### src/rtl/dwt_line_sequencer.sv
// Framing controller ahead of the 1D DWT unit: tags sof/eol on pair stream.
// Optional: define DWT_SEQ_FLUSH_EN to append FlushPairs zero pairs per line.
module dwt_line_sequencer #(
    parameter int DataWidth       = 16,
    parameter int MaximumSideSize = 512,
    parameter int FlushPairs      = 2
) (
    input  logic                                   clk_i,
    input  logic                                   rst_i,
    input  logic [$clog2(MaximumSideSize/2):0]     cfg_width_i,
    input  logic [$clog2(MaximumSideSize):0]       cfg_height_i,
    input  logic                                   start_i,
    output logic                                   busy_o,
    output logic                                   done_o,
    output logic                                   cfg_err_o,
    output logic                                   s_ready_o,
    input  logic                                   s_valid_i,
    input  logic [2*DataWidth-1:0]                 s_data_i,
    input  logic                                   m_ready_i,
    output logic                                   m_valid_o,
    output logic                                   m_sof_o,
    output logic                                   m_eol_o,
    output logic [2*DataWidth-1:0]                 m_data_o
);
    localparam int WW = $clog2(MaximumSideSize/2) + 1;
    localparam int HW = $clog2(MaximumSideSize) + 1;
    localparam int PW = 2 * DataWidth;
    localparam logic [WW-1:0] MaxW = WW'(MaximumSideSize/2);
    localparam logic [HW-1:0] MaxH = HW'(MaximumSideSize);

    if (FlushPairs < 1 || FlushPairs > 4) begin : g_bad_flush
        $error("FlushPairs must be in 1..4");
    end

`ifdef DWT_SEQ_FLUSH_EN
    localparam int FW = $clog2(FlushPairs + 1);
    localparam logic [FW-1:0] FlushLast = FW'(FlushPairs - 1);
    typedef enum logic [1:0] {IDLE, RUN, FLUSH, DRAIN} state_t;
    logic [FW-1:0] flush_q, flush_d;
`else
    typedef enum logic [1:0] {IDLE, RUN, DRAIN} state_t;
`endif

    state_t        state_q, state_d;
    logic [WW-1:0] width_q, width_d;
    logic [HW-1:0] height_q, height_d;
    logic [WW-1:0] col_q, col_d;
    logic [HW-1:0] row_q, row_d;
    logic          m_valid_q, m_valid_d;
    logic          m_sof_q, m_sof_d;
    logic          m_eol_q, m_eol_d;
    logic [PW-1:0] m_data_q, m_data_d;
    logic          cfg_err_q, cfg_err_d;
    logic          out_free, last_col, last_row, bad_cfg;
    logic          s_ready, done;

    // Next-state, counters, output register and handshake control
    always_comb begin
        state_d   = state_q;
        width_d   = width_q;
        height_d  = height_q;
        col_d     = col_q;
        row_d     = row_q;
        m_valid_d = m_valid_q;
        m_sof_d   = m_sof_q;
        m_eol_d   = m_eol_q;
        m_data_d  = m_data_q;
        cfg_err_d = 1'b0;
        s_ready   = 1'b0;
        done      = 1'b0;
`ifdef DWT_SEQ_FLUSH_EN
        flush_d   = flush_q;
`endif
        out_free = !m_valid_q || m_ready_i;
        last_col = (col_q == width_q - 1'b1);
        last_row = (row_q == height_q - 1'b1);
        bad_cfg  = (cfg_width_i == '0) || (cfg_width_i > MaxW) ||
                   (cfg_height_i == '0) || (cfg_height_i > MaxH);
        if (m_valid_q && m_ready_i) begin
            m_valid_d = 1'b0;
        end
        unique case (state_q)
            IDLE: begin
                if (start_i) begin
                    if (bad_cfg) begin
                        cfg_err_d = 1'b1;
                    end else begin
                        width_d  = cfg_width_i;
                        height_d = cfg_height_i;
                        col_d    = '0;
                        row_d    = '0;
                        state_d  = RUN;
                    end
                end
            end
            RUN: begin
                s_ready = out_free;
                if (s_valid_i && out_free) begin
                    m_valid_d = 1'b1;
                    m_data_d  = s_data_i;
                    m_sof_d   = (col_q == '0) && (row_q == '0);
                    m_eol_d   = 1'b0;
                    if (last_col) begin
                        col_d = '0;
`ifdef DWT_SEQ_FLUSH_EN
                        flush_d = '0;
                        state_d = FLUSH;
`else
                        m_eol_d = 1'b1;
                        if (last_row) begin
                            state_d = DRAIN;
                        end else begin
                            row_d = row_q + 1'b1;
                        end
`endif
                    end else begin
                        col_d = col_q + 1'b1;
                    end
                end
            end
`ifdef DWT_SEQ_FLUSH_EN
            FLUSH: begin
                if (out_free) begin
                    m_valid_d = 1'b1;
                    m_data_d  = '0;
                    m_sof_d   = 1'b0;
                    m_eol_d   = (flush_q == FlushLast);
                    if (flush_q == FlushLast) begin
                        if (last_row) begin
                            state_d = DRAIN;
                        end else begin
                            row_d   = row_q + 1'b1;
                            state_d = RUN;
                        end
                    end else begin
                        flush_d = flush_q + 1'b1;
                    end
                end
            end
`endif
            DRAIN: begin
                if (m_valid_q && m_ready_i) begin
                    done    = 1'b1;
                    state_d = IDLE;
                end
            end
            default: state_d = IDLE;
        endcase
    end

    // State and datapath registers with synchronous reset
    always_ff @(posedge clk_i) begin
        if (rst_i) begin
            state_q   <= IDLE;
            width_q   <= '0;
            height_q  <= '0;
            col_q     <= '0;
            row_q     <= '0;
            m_valid_q <= 1'b0;
            m_sof_q   <= 1'b0;
            m_eol_q   <= 1'b0;
            m_data_q  <= '0;
            cfg_err_q <= 1'b0;
`ifdef DWT_SEQ_FLUSH_EN
            flush_q   <= '0;
`endif
        end else begin
            state_q   <= state_d;
            width_q   <= width_d;
            height_q  <= height_d;
            col_q     <= col_d;
            row_q     <= row_d;
            m_valid_q <= m_valid_d;
            m_sof_q   <= m_sof_d;
            m_eol_q   <= m_eol_d;
            m_data_q  <= m_data_d;
            cfg_err_q <= cfg_err_d;
`ifdef DWT_SEQ_FLUSH_EN
            flush_q   <= flush_d;
`endif
        end
    end

    assign busy_o    = (state_q != IDLE);
    assign done_o    = done;
    assign cfg_err_o = cfg_err_q;
    assign s_ready_o = s_ready;
    assign m_valid_o = m_valid_q;
    assign m_sof_o   = m_sof_q;
    assign m_eol_o   = m_eol_q;
    assign m_data_o  = m_data_q;
endmodule
### config.mk
export PLATFORM = sky130hd
export DESIGN_NAME = dwt_line_sequencer
export DESIGN_NICKNAME = d
export VERILOG_FILES = /design/src/rtl/dwt_line_sequencer.sv
export SDC_FILE = /design/constraint.sdc
export NUM_CORES = 1
export LEC_CHECK = 0
export ABC_CLOCK_PERIOD_IN_PS = 6600
export CORE_ASPECT_RATIO = 1.25
export CORE_MARGIN = 5
export CORE_UTILIZATION = 50
export CTS_CLUSTER_DIAMETER = 200
export DETAILED_ROUTE_END_ITERATION = 16
export HOLD_SLACK_MARGIN = 0.06
export PLACE_DENSITY = 0.85
export SKIP_CTS_REPAIR_TIMING = 1
export SYNTH_ARGS = -nofsm -noshare
export SYNTH_HDL_FRONTEND = slang
export SYNTH_SLANG_ARGS = --single-unit
### constraint.sdc
create_clock -name clk_i -period 6.6 [get_ports clk_i]
set_input_delay 1.32 -clock clk_i [delete_from_list [all_inputs] [get_ports clk_i]]
set_output_delay 1.32 -clock clk_i [all_outputs]
set_load 0.005 [all_outputs]
==> summary.md <==
| Metric | Value |
|---|---|
| Status | completed |
| WHS | 455 ps |
| Worst rel slew slack | between 20% and 30% |
| Main combinational cell family by area after synthesis | simple AND/OR/NAND/NOR gates |
| Most frequent cells after synthesis | nand2_1, dfxtp_1, nor2_1, a21oi_1 |
| Placeable Area | between 7000 and 8000 sq um |
| Grt ovf | 0 |
| Number of enable flip-flop cells after synthesis | 0 |
| Die area | 9430 sq um |
| Max_cap viols | 0 |
| Num rows | 35 |
| Post-synth ARST share | 0% |
| Syn Area/Cell | between 8 and 9 sq um |
| CTS Buffer Depth | 2 |
| Clock Latency Late Sink | 350 ps |
| Pin count of the biggest net entering global routing | 66 |
| Post-route setup TNS | 0 ps |
| Reg clk slew, reported paths | ~70 ps |
| WL final | ~10000 um |
| # port buffers | 94 |
| Xor/xnor share of the synthesized area | a little under a tenth |
| Fill cell count | approximately 620 |
| Fmax achieved | 251 MHz |
| Initial antenna violation count | 0 |
| Post-synthesis compound-gate area fraction | between 10% and 20% |
| First DRT Iteration DRCs | 168 |
| Max-slew violations | 0 |
| Nets | between 600 and 700 |
| Final Critical Period | 3980 ps |
| Drt drc | 0 |
| Worst IR Drop VDD | approximately 140 uV |
| Arr. time, crit path | 2660 ps |
| CTS sink cnt | 76 |
| Cell with the most instances after synthesis | nand2_1 |
| Post-placement cell count | 632 |
| Ant. Diodes | 0 |
| WP data required | 5280 ps |
| Seq cells post-synth | 76 |
| Vias | approximately 3.6k |
| Final Wtd Congestion | slightly below 0.9 |
| Clock skew | between 10 and 15 ps |
| CP endpoint kind | output pin |
| Post-synthesis mux area share | about 5.3% |
| Die X | 87.8 um |
| Sequential area share after synthesis | between 40% and 50% |
| Tot GR Track Use | between 20% and 30% |
| Crit path max fanout | 6 |
| Post-Syn Instances | 470 |
| Post-synth net total | approximately 530 |
| Area delta synth->final | 30.3% |
| Final Hold Viols | 0 |
| Worst-margin pin slew | 1150 ps |
| Synth cell types | 50 |
| Antenna-violating nets left | 0 |
| Final setup fails | 0 |
| Post-DP HPWL | approximately 7300 um |
| DIE HEIGHT | 107 um |
| Top FF cell, synth | dfxtp_1 |
| Crit Path Category | primary input to output pin |
| Total power | approximately 960 uW |
| Worst Hold Class | flop to flop |
| Top cells by area, synth | dfxtp_1, nand2_1, a21oi_1 |
| Vias in the first global route | 3639 |
| Simple-Gate Fraction of Synth Area | 26.5% |
| H-Tree Depth | 3 |
| CTS Root Cell | clkbuf_8 |
| First-pass GRT wire length | 16400 um |
| Tcrit/Tclk final | 60.3% |
| Num ports | 95 |
| Synth area leader | dfxtp_1 |
| Fraction of layout cells with a size suffix above 1 | 5.40% |
| Pwr/cell area | between 150 and 200 nW/um^2 |
| Pre-antenna DRT Iters | 4 |
| CTS tree | yes |
| Via density | between 5 and 6 |
| Ys Warns | 0 |
| Cell area after synthesis | between 3000 and 4000 sq um |
| Crit start category | primary input |
| Worst reg2reg setup slack | roughly 3600 ps |
| Leak pwr | roughly 0.0019 uW |
| Post-Layout Cell Count | roughly 650 |
| Starting density of the core | between 50% and 60% |
| Adder-cell share of the synthesized area | 1.98% |
| Top-area cell type share of the netlist area | about two fifths |
| Wire per inst | between 15 and 20 um |
| RSZ-0062 raised after global routing | false |
| TritonCTS buffer count | 9 |
## cells by family after synthesis
family                   after synthesis
AND/OR/NAND/NOR                      215
flip-flops                            76
AO/OA/AOI/OAI                         74
buffers and inverters                 41
XOR/XNOR                              38
multiplexers                          20
adder cells (fa/ha/maj)                6
## metal layers
layer	part of all wire, %	track usage (%)	up-vias
met5	0	0	-
met4	3.4	12.9	0
met3	7.2	4.82	28
met2	51	37.4	126
met1	38	24.7	1673
li1	-	-	1775
## flip-flops by register name (all words and copies together) (netlist names)
signal     count
row_q         10
height_q      10
width_q        9
m_data_o      32
cfg_err_o      1
col_q          9
m_sof_o        1
m_valid_o      1
state_q        2
m_eol_o        1
## worst paths after layout
path                        startpoint                        end  cells past startpoint
max reg2reg   height_q[3]$_SDFFE_PP0P_      row_q[7]$_SDFFE_PP0P_                      8
min reg2reg  m_data_o[29]$_SDFFE_PP0P_  m_data_o[29]$_SDFFE_PP0P_                      2
min          m_data_o[29]$_SDFFE_PP0P_  m_data_o[29]$_SDFFE_PP0P_                      2
max                          m_ready_i                  s_ready_o                      4
## stage by stage
step | util [%] | worst slack (ps) | area (sq um)
after floorplan | - | 3500 | 3790
after global placement | 64.1 | 2660 | 4740
after detailed placement | 64.1 | 2630 | 4740
after CTS | 66.7 | 2620 | 4940
after global routing | 66.7 | 2540 | 4940
final | 66.7 | 2620 | 4940
## cells in the final DEF, fill, tap and decap left out, types with 3 or more instances in the layout
cell             instances
nor4_1                  14
nor2_1                  45
nor3_1                  11
o211ai_1                 7
nand3_1                 14
xor2_1                  15
or4_1                    6
ha_1                     6
inv_1                   14
nand2_1                 91
nor2b_1                  4
and3_1                   8
mux2i_1                 20
xnor2_1                 22
nand4_1                  4
nand2b_1                 5
a21oi_1                 40
buf_4                    3
clkinv_2                 4
clkdlybuf4s50_1         93
a31oi_1                  4
clkbuf_8                 9
dfxtp_1                 76
## area by class of cell
class	count	area (sq um)	share of cell area [%]
Clock inverter	7	67.6	1.37
Timing Repair Buffer	97	958	19.4
Tap cell	92	115	2.33
Sequential cell	76	1520	30.8
Multi-Input combinational cell	353	2100	42.5
Clock buffer	9	124	2.51
Inverter	14	52.6	1.06
## power breakdown
group	internal, uW	leakage (uW)	switching (uW)	total [uW]
sequential	468	0.000615	10.5	479
combinational	72.3	0.00118	59.2	132
clock	173	0.000103	173	346
total	714	0.00189	242	956
## worst max-delay path, stage by stage
cell,delay [ps]
clkdlybuf4s50_1,470
nand2b_1,200
and2_1,170
clkdlybuf4s50_1,510
Power figures use the tool's default switching activity.
